$ cat config.mk
export PLATFORM = sky130hd
export DESIGN_NAME = pe_rr_encoder
export DESIGN_NICKNAME = d
export VERILOG_FILES = /design/src/rtl/pe_rr_encoder.sv
export SDC_FILE = /design/constraint.sdc
export NUM_CORES = 1
export LEC_CHECK = 0
export ABC_AREA = 1
export BUFFER_PORTS_ARGS = -buffer_cell sky130_fd_sc_hd__clkbuf_2
export CORE_MARGIN = 2
export CORE_UTILIZATION = 35
export CTS_CLUSTER_SIZE = 14
export DETAILED_ROUTE_END_ITERATION = 12
export SYNTH_ARGS = -nofsm -noshare
export SYNTH_HDL_FRONTEND = slang
export SYNTH_SLANG_ARGS = --single-unit
$ cat constraint.sdc
create_clock -name wb_clk_i -period 2.91 [get_ports wb_clk_i]
set_input_delay 0.1455 -clock wb_clk_i [delete_from_list [all_inputs] [get_ports wb_clk_i]]
set_output_delay 0.1455 -clock wb_clk_i [all_outputs]
set_load 0.1 [all_outputs]
$ cat src/rtl/pe_rr_encoder.sv
`default_nettype none
// ============================================================================
//  Module      : pe_rr_encoder
//  Description : Registered N-input priority encoder with a selectable
//                round-robin mode and a valid/ready output handshake.
//
//  Ports
//    wb_clk_i  in   1   clock, all state on the rising edge
//    wb_rst_i  in   1   asynchronous active-high reset
//    en_i      in   1   encoder enable
//    mode_i    in   1   0 = fixed priority (highest index), 1 = round-robin
//    req_i     in   N   request vector, bit i = channel i
//    ready_i   in   1   consumer accepts the current result
//    valid_o   out  1   idx_o holds a granted channel
//    idx_o     out  W   granted channel index
//    gs_o      out  1   a request was present at the last load
//    eno_o     out  1   enabled and no request present at the last load
//
//  Revision    : 1.0  initial release
// ============================================================================
module pe_rr_encoder #(
    parameter int N = 8,
    parameter int W = $clog2(N)
) (
    input  logic         wb_clk_i,
    input  logic         wb_rst_i,
    input  logic         en_i,
    input  logic         mode_i,
    input  logic [N-1:0] req_i,
    input  logic         ready_i,
    output logic         valid_o,
    output logic [W-1:0] idx_o,
    output logic         gs_o,
    output logic         eno_o
);

    logic         r_valid;
    logic [W-1:0] r_idx;
    logic         r_gs;
    logic         r_eno;
    logic [W-1:0] r_ptr;     // channel currently holding top priority

    logic         w_load;
    logic         w_any;
    logic [W-1:0] w_fix_idx;
    logic [W-1:0] w_rr_idx;
    logic [W-1:0] w_rr_cand;
    logic         w_rr_found;
    logic [W-1:0] w_grant;
    logic [W-1:0] w_ptr_next;

    // A new result may enter whenever the output register is empty or is
    // being consumed on this edge, which gives back-to-back transfers.
    assign w_load = ~r_valid | ready_i;
    assign w_any  = |req_i;

    // Fixed priority: the last set bit seen in an ascending scan is the
    // highest one.
    always_comb begin
        w_fix_idx = '0;
        for (int i = 0; i < N; i++) begin
            if (req_i[i]) begin
                w_fix_idx = W'(i);
            end
        end
    end

    // Round-robin: scan downward from the pointer. N is a power of two, so
    // W-bit subtraction wraps 0 -> N-1 on its own.
    always_comb begin
        w_rr_idx   = '0;
        w_rr_cand  = '0;
        w_rr_found = 1'b0;
        for (int off = 0; off < N; off++) begin
            w_rr_cand = r_ptr - W'(off);
            if (!w_rr_found && req_i[w_rr_cand]) begin
                w_rr_idx   = w_rr_cand;
                w_rr_found = 1'b1;
            end
        end
    end

    assign w_grant    = mode_i ? w_rr_idx : w_fix_idx;
    // The granted channel drops to lowest priority: the one just below it
    // becomes the new top.
    assign w_ptr_next = w_grant - W'(1);

    always_ff @(posedge wb_clk_i or posedge wb_rst_i) begin
        if (wb_rst_i) begin
            r_valid <= 1'b0;
            r_idx   <= '0;
            r_gs    <= 1'b0;
            r_eno   <= 1'b0;
            r_ptr   <= W'(N - 1);
        end else if (w_load) begin
            if (!en_i) begin
                r_valid <= 1'b0;
                r_gs    <= 1'b0;
                r_eno   <= 1'b0;
            end else if (!w_any) begin
                r_valid <= 1'b0;
                r_gs    <= 1'b0;
                r_eno   <= 1'b1;
            end else begin
                r_valid <= 1'b1;
                r_gs    <= 1'b1;
                r_eno   <= 1'b0;
                r_idx   <= w_grant;
                if (mode_i) begin
                    r_ptr <= w_ptr_next;
                end
            end
        end
    end

    assign valid_o = r_valid;
    assign idx_o   = r_idx;
    assign gs_o    = r_gs;
    assign eno_o   = r_eno;

endmodule
`default_nettype wire
==> summary.md <==
| Metric | Value |
|---|---|
| Outcome | `finished, final reports clean` |
| Area after DPL | `1360 sq um` |
| Max Cap Viol | `0` |
| Worst Hold Class | `input port to flop` |
| Final min period | `2660 ps` |
| Commonest cells after routing, fill and taps aside | `nand2_1 (51), nand3_1 (26), inv_1 (24)` |
| Synth Instances | `191` |
| Core area | `3360 sq um` |
| Slew margin rel. | `0.635` |
| Multi-input gate area | `892 sq um` |
| Final setup TNS | `0 ps` |
| H-tree levels | `1` |
| Most common cell after layout, fill and taps aside | `nand2_1` |
| N_diodes | `0` |
| Synth Net Count | `207` |
| Register area | `204 sq um` |
| Share of layout cells above drive strength 1 | `0.286` |
| DR vias | `1283` |
| Antenna violations before repair | `0` |
| Clock Path Buffers | `2` |
| Final hold slack | `83.5 ps` |
| Post-Layout Inst Area | `1420 sq um` |
| Setup Crit Path Kind | `flop to flop` |
| CP Launch Type | `flop` |
| Primary FF master, synth | `dfrtp_1` |
| Slew @ Worst Pin | `550 ps` |
| Die height | `63.5 um` |
| Number of fill cells | `391` |
| Peak Freq | `0.377 GHz` |
| RSZ-0062 raised after global routing | `no` |
| CTS sink cnt | `8` |
| Worst EP arrival | `2830 ps` |
| Grt ovf | `0` |
| Mapped cell area | `1240 sq um` |
| Root Driver | `clkbuf_4` |
| Row cnt | `21` |
| Nets@finish | `230` |
| Drt drc | `0` |
| DP Cell Count | `253` |
| Ports | `19` |
| Avg Cell Area, Syn | `6.49 sq um` |
| Die W | `63.5 um` |
| CP Capture Type | `flop` |
| CTS tree | `built` |
| Drt wl/cell | `11.9 um` |
| IO Port Bufs | `18` |
| Sequential area share after synthesis | `0.165` |
| Synth cell types | `34` |
| Tcrit/Tclk final | `0.912` |
| Via-to-Cell Ratio | `4.95` |
| Antenna Violating Nets Remaining | `0` |
| Synth Register Bits | `8` |
| Yosys warns | `0` |
| Initial core utilization | `0.368` |
| DRT Pass-1 Iters | `4` |
| GRT Util Overall | `0.162` |
| Clock Pin Slew Worst Setup and Hold Paths | `50 ps` |
| Synthesis-to-layout area growth | `14.3%` |
| Non-filler cells, final | `259` |
| Number of synthesized flops with an enable pin | `0` |
| Die area | `4030 sq um` |
| DR iter-0 viols | `52` |
| DPL Wire Length | `2540 um` |
| Share of flip-flops with an asynchronous set or reset | `1.00` |
| CTS Buf Count | `3` |
| Final WL | `3090 um` |
| First-pass GRT wire length | `5280 um` |
| Final setup fails | `0` |
| Largest net degree at the start of global routing | `11` |
| Clk Latency, worst-skew pair | `260 ps` |
| Skew final | `10.5 ps` |
| Crit path max fanout | `7` |
| Number of global-route vias before repair | `1183` |
| Final Hold Viols | `0` |
| Final count of pins violating max slew | `0` |
| Worst Path Required | `3080 ps` |
| GPL Wtd Cong | `0.835` |
[what timing repair did]
item,in CTS,in global routing
buffers inserted,0,1
endpoints found under the setup margin,0,2
endpoints found under the hold margin,5,0
gates resized for setup,0,4
hold buffers,1,0
[synth_stat cells, types with 2 or more instances]
library cell	number	share of area
o21ai_1	3	0.012
nand3_2	9	0.073
nand2_4	5	0.045
nand2_2	7	0.035
xnor2_2	2	0.026
nand3_1	26	0.11
buf_4	3	0.018
nand3_4	2	0.028
nand4_1	5	0.025
nor2_1	12	0.036
o21ai_0	7	0.028
a21oi_1	2	0.0081
ha_1	3	0.030
nor2_4	2	0.018
nor3_1	2	0.0081
nand2_1	52	0.16
a31oi_1	2	0.010
inv_1	24	0.073
dfrtp_1	5	0.10
inv_2	2	0.0061
dfstp_2	3	0.064
[registers in the layout (all words and copies together), names as in the netlist]
signal  flops
idx_o       3
r_ptr       3
eno_o       1
gs_o        1
[cell families after synthesis]
kind of cell | after synthesis | share of synthesized area
AOI/OAI and AO/OA | 18 | 0.0828
xor gates and xnor gates | 4 | 0.0404
adders and majority gates | 3 | 0.0303
buffers and inverters | 32 | 0.127
DFF | 8 | 0.165
and+or+nand+nor | 126 | 0.555
[worst paths after layout]
kind                                      start  slack, ps                   end  cells after the start
max                        r_ptr[1]$_DFFE_PP1P_        250  r_ptr[1]$_DFFE_PP1P_                     16
min                                     ready_i         80      gs_o$_DFFE_PP0N_                      2
max reg2reg                r_ptr[1]$_DFFE_PP1P_        250  r_ptr[1]$_DFFE_PP1P_                     16
min reg2reg                idx_o[1]$_DFFE_PP0P_        490  idx_o[1]$_DFFE_PP0P_                      2
max in group asynchronous              wb_rst_i       2250  r_ptr[0]$_DFFE_PP1P_                      3
min in group asynchronous              wb_rst_i        360  idx_o[2]$_DFFE_PP0P_                      3
[critical path, stage by stage, from the launching register on]
cell     delay (ps)
dfstp_2         530
inv_2            80
ha_4            260
inv_4           100
nand3_1          80
nand2_1         120
nand2_1          70
nand2_1         120
nand4_1         150
nor2_2          190
nand2_1          90
o21ai_1         150
inv_1            50
nand2_1          80
nand2_1          60
ha_1            260
o21ai_0         180
[area by class of cell]
| class | instances | share of cell area |
|---|---|---|
| Timing Repair Buffer | 23 | 0.0919 |
| Inverter | 27 | 0.0751 |
| Tap cell | 46 | 0.0406 |
| Clock buffer | 4 | 0.0186 |
| Sequential cell | 8 | 0.144 |
| Multi-Input combinational cell | 151 | 0.630 |
[through the flow]
| step | utilization | setup slack [ps] |
|---|---|---|
| 6_report | 0.421 | 255 |
| 3_5_place_dp | 0.403 | 98.1 |
| 5_1_grt | 0.421 | 2.69 |
| 2_1_floorplan | - | 174 |
| 4_1_cts | 0.414 | 82.6 |
| 3_3_place_gp | 0.403 | 116 |
[metal layers]
metal / GRT usage / vias up / part of all wire
met3: 0.0143 / 6 / 0.041
met1: 0.221 / 569 / 0.48
met4: 0.0543 / 0 / 0.012
li1: - / 672 / -
met2: 0.267 / 36 / 0.47
met5: 0 / - / 0
Power is not shown: default switching activity piles up to over one toggle a cycle in this logic, so the estimate is an artifact.
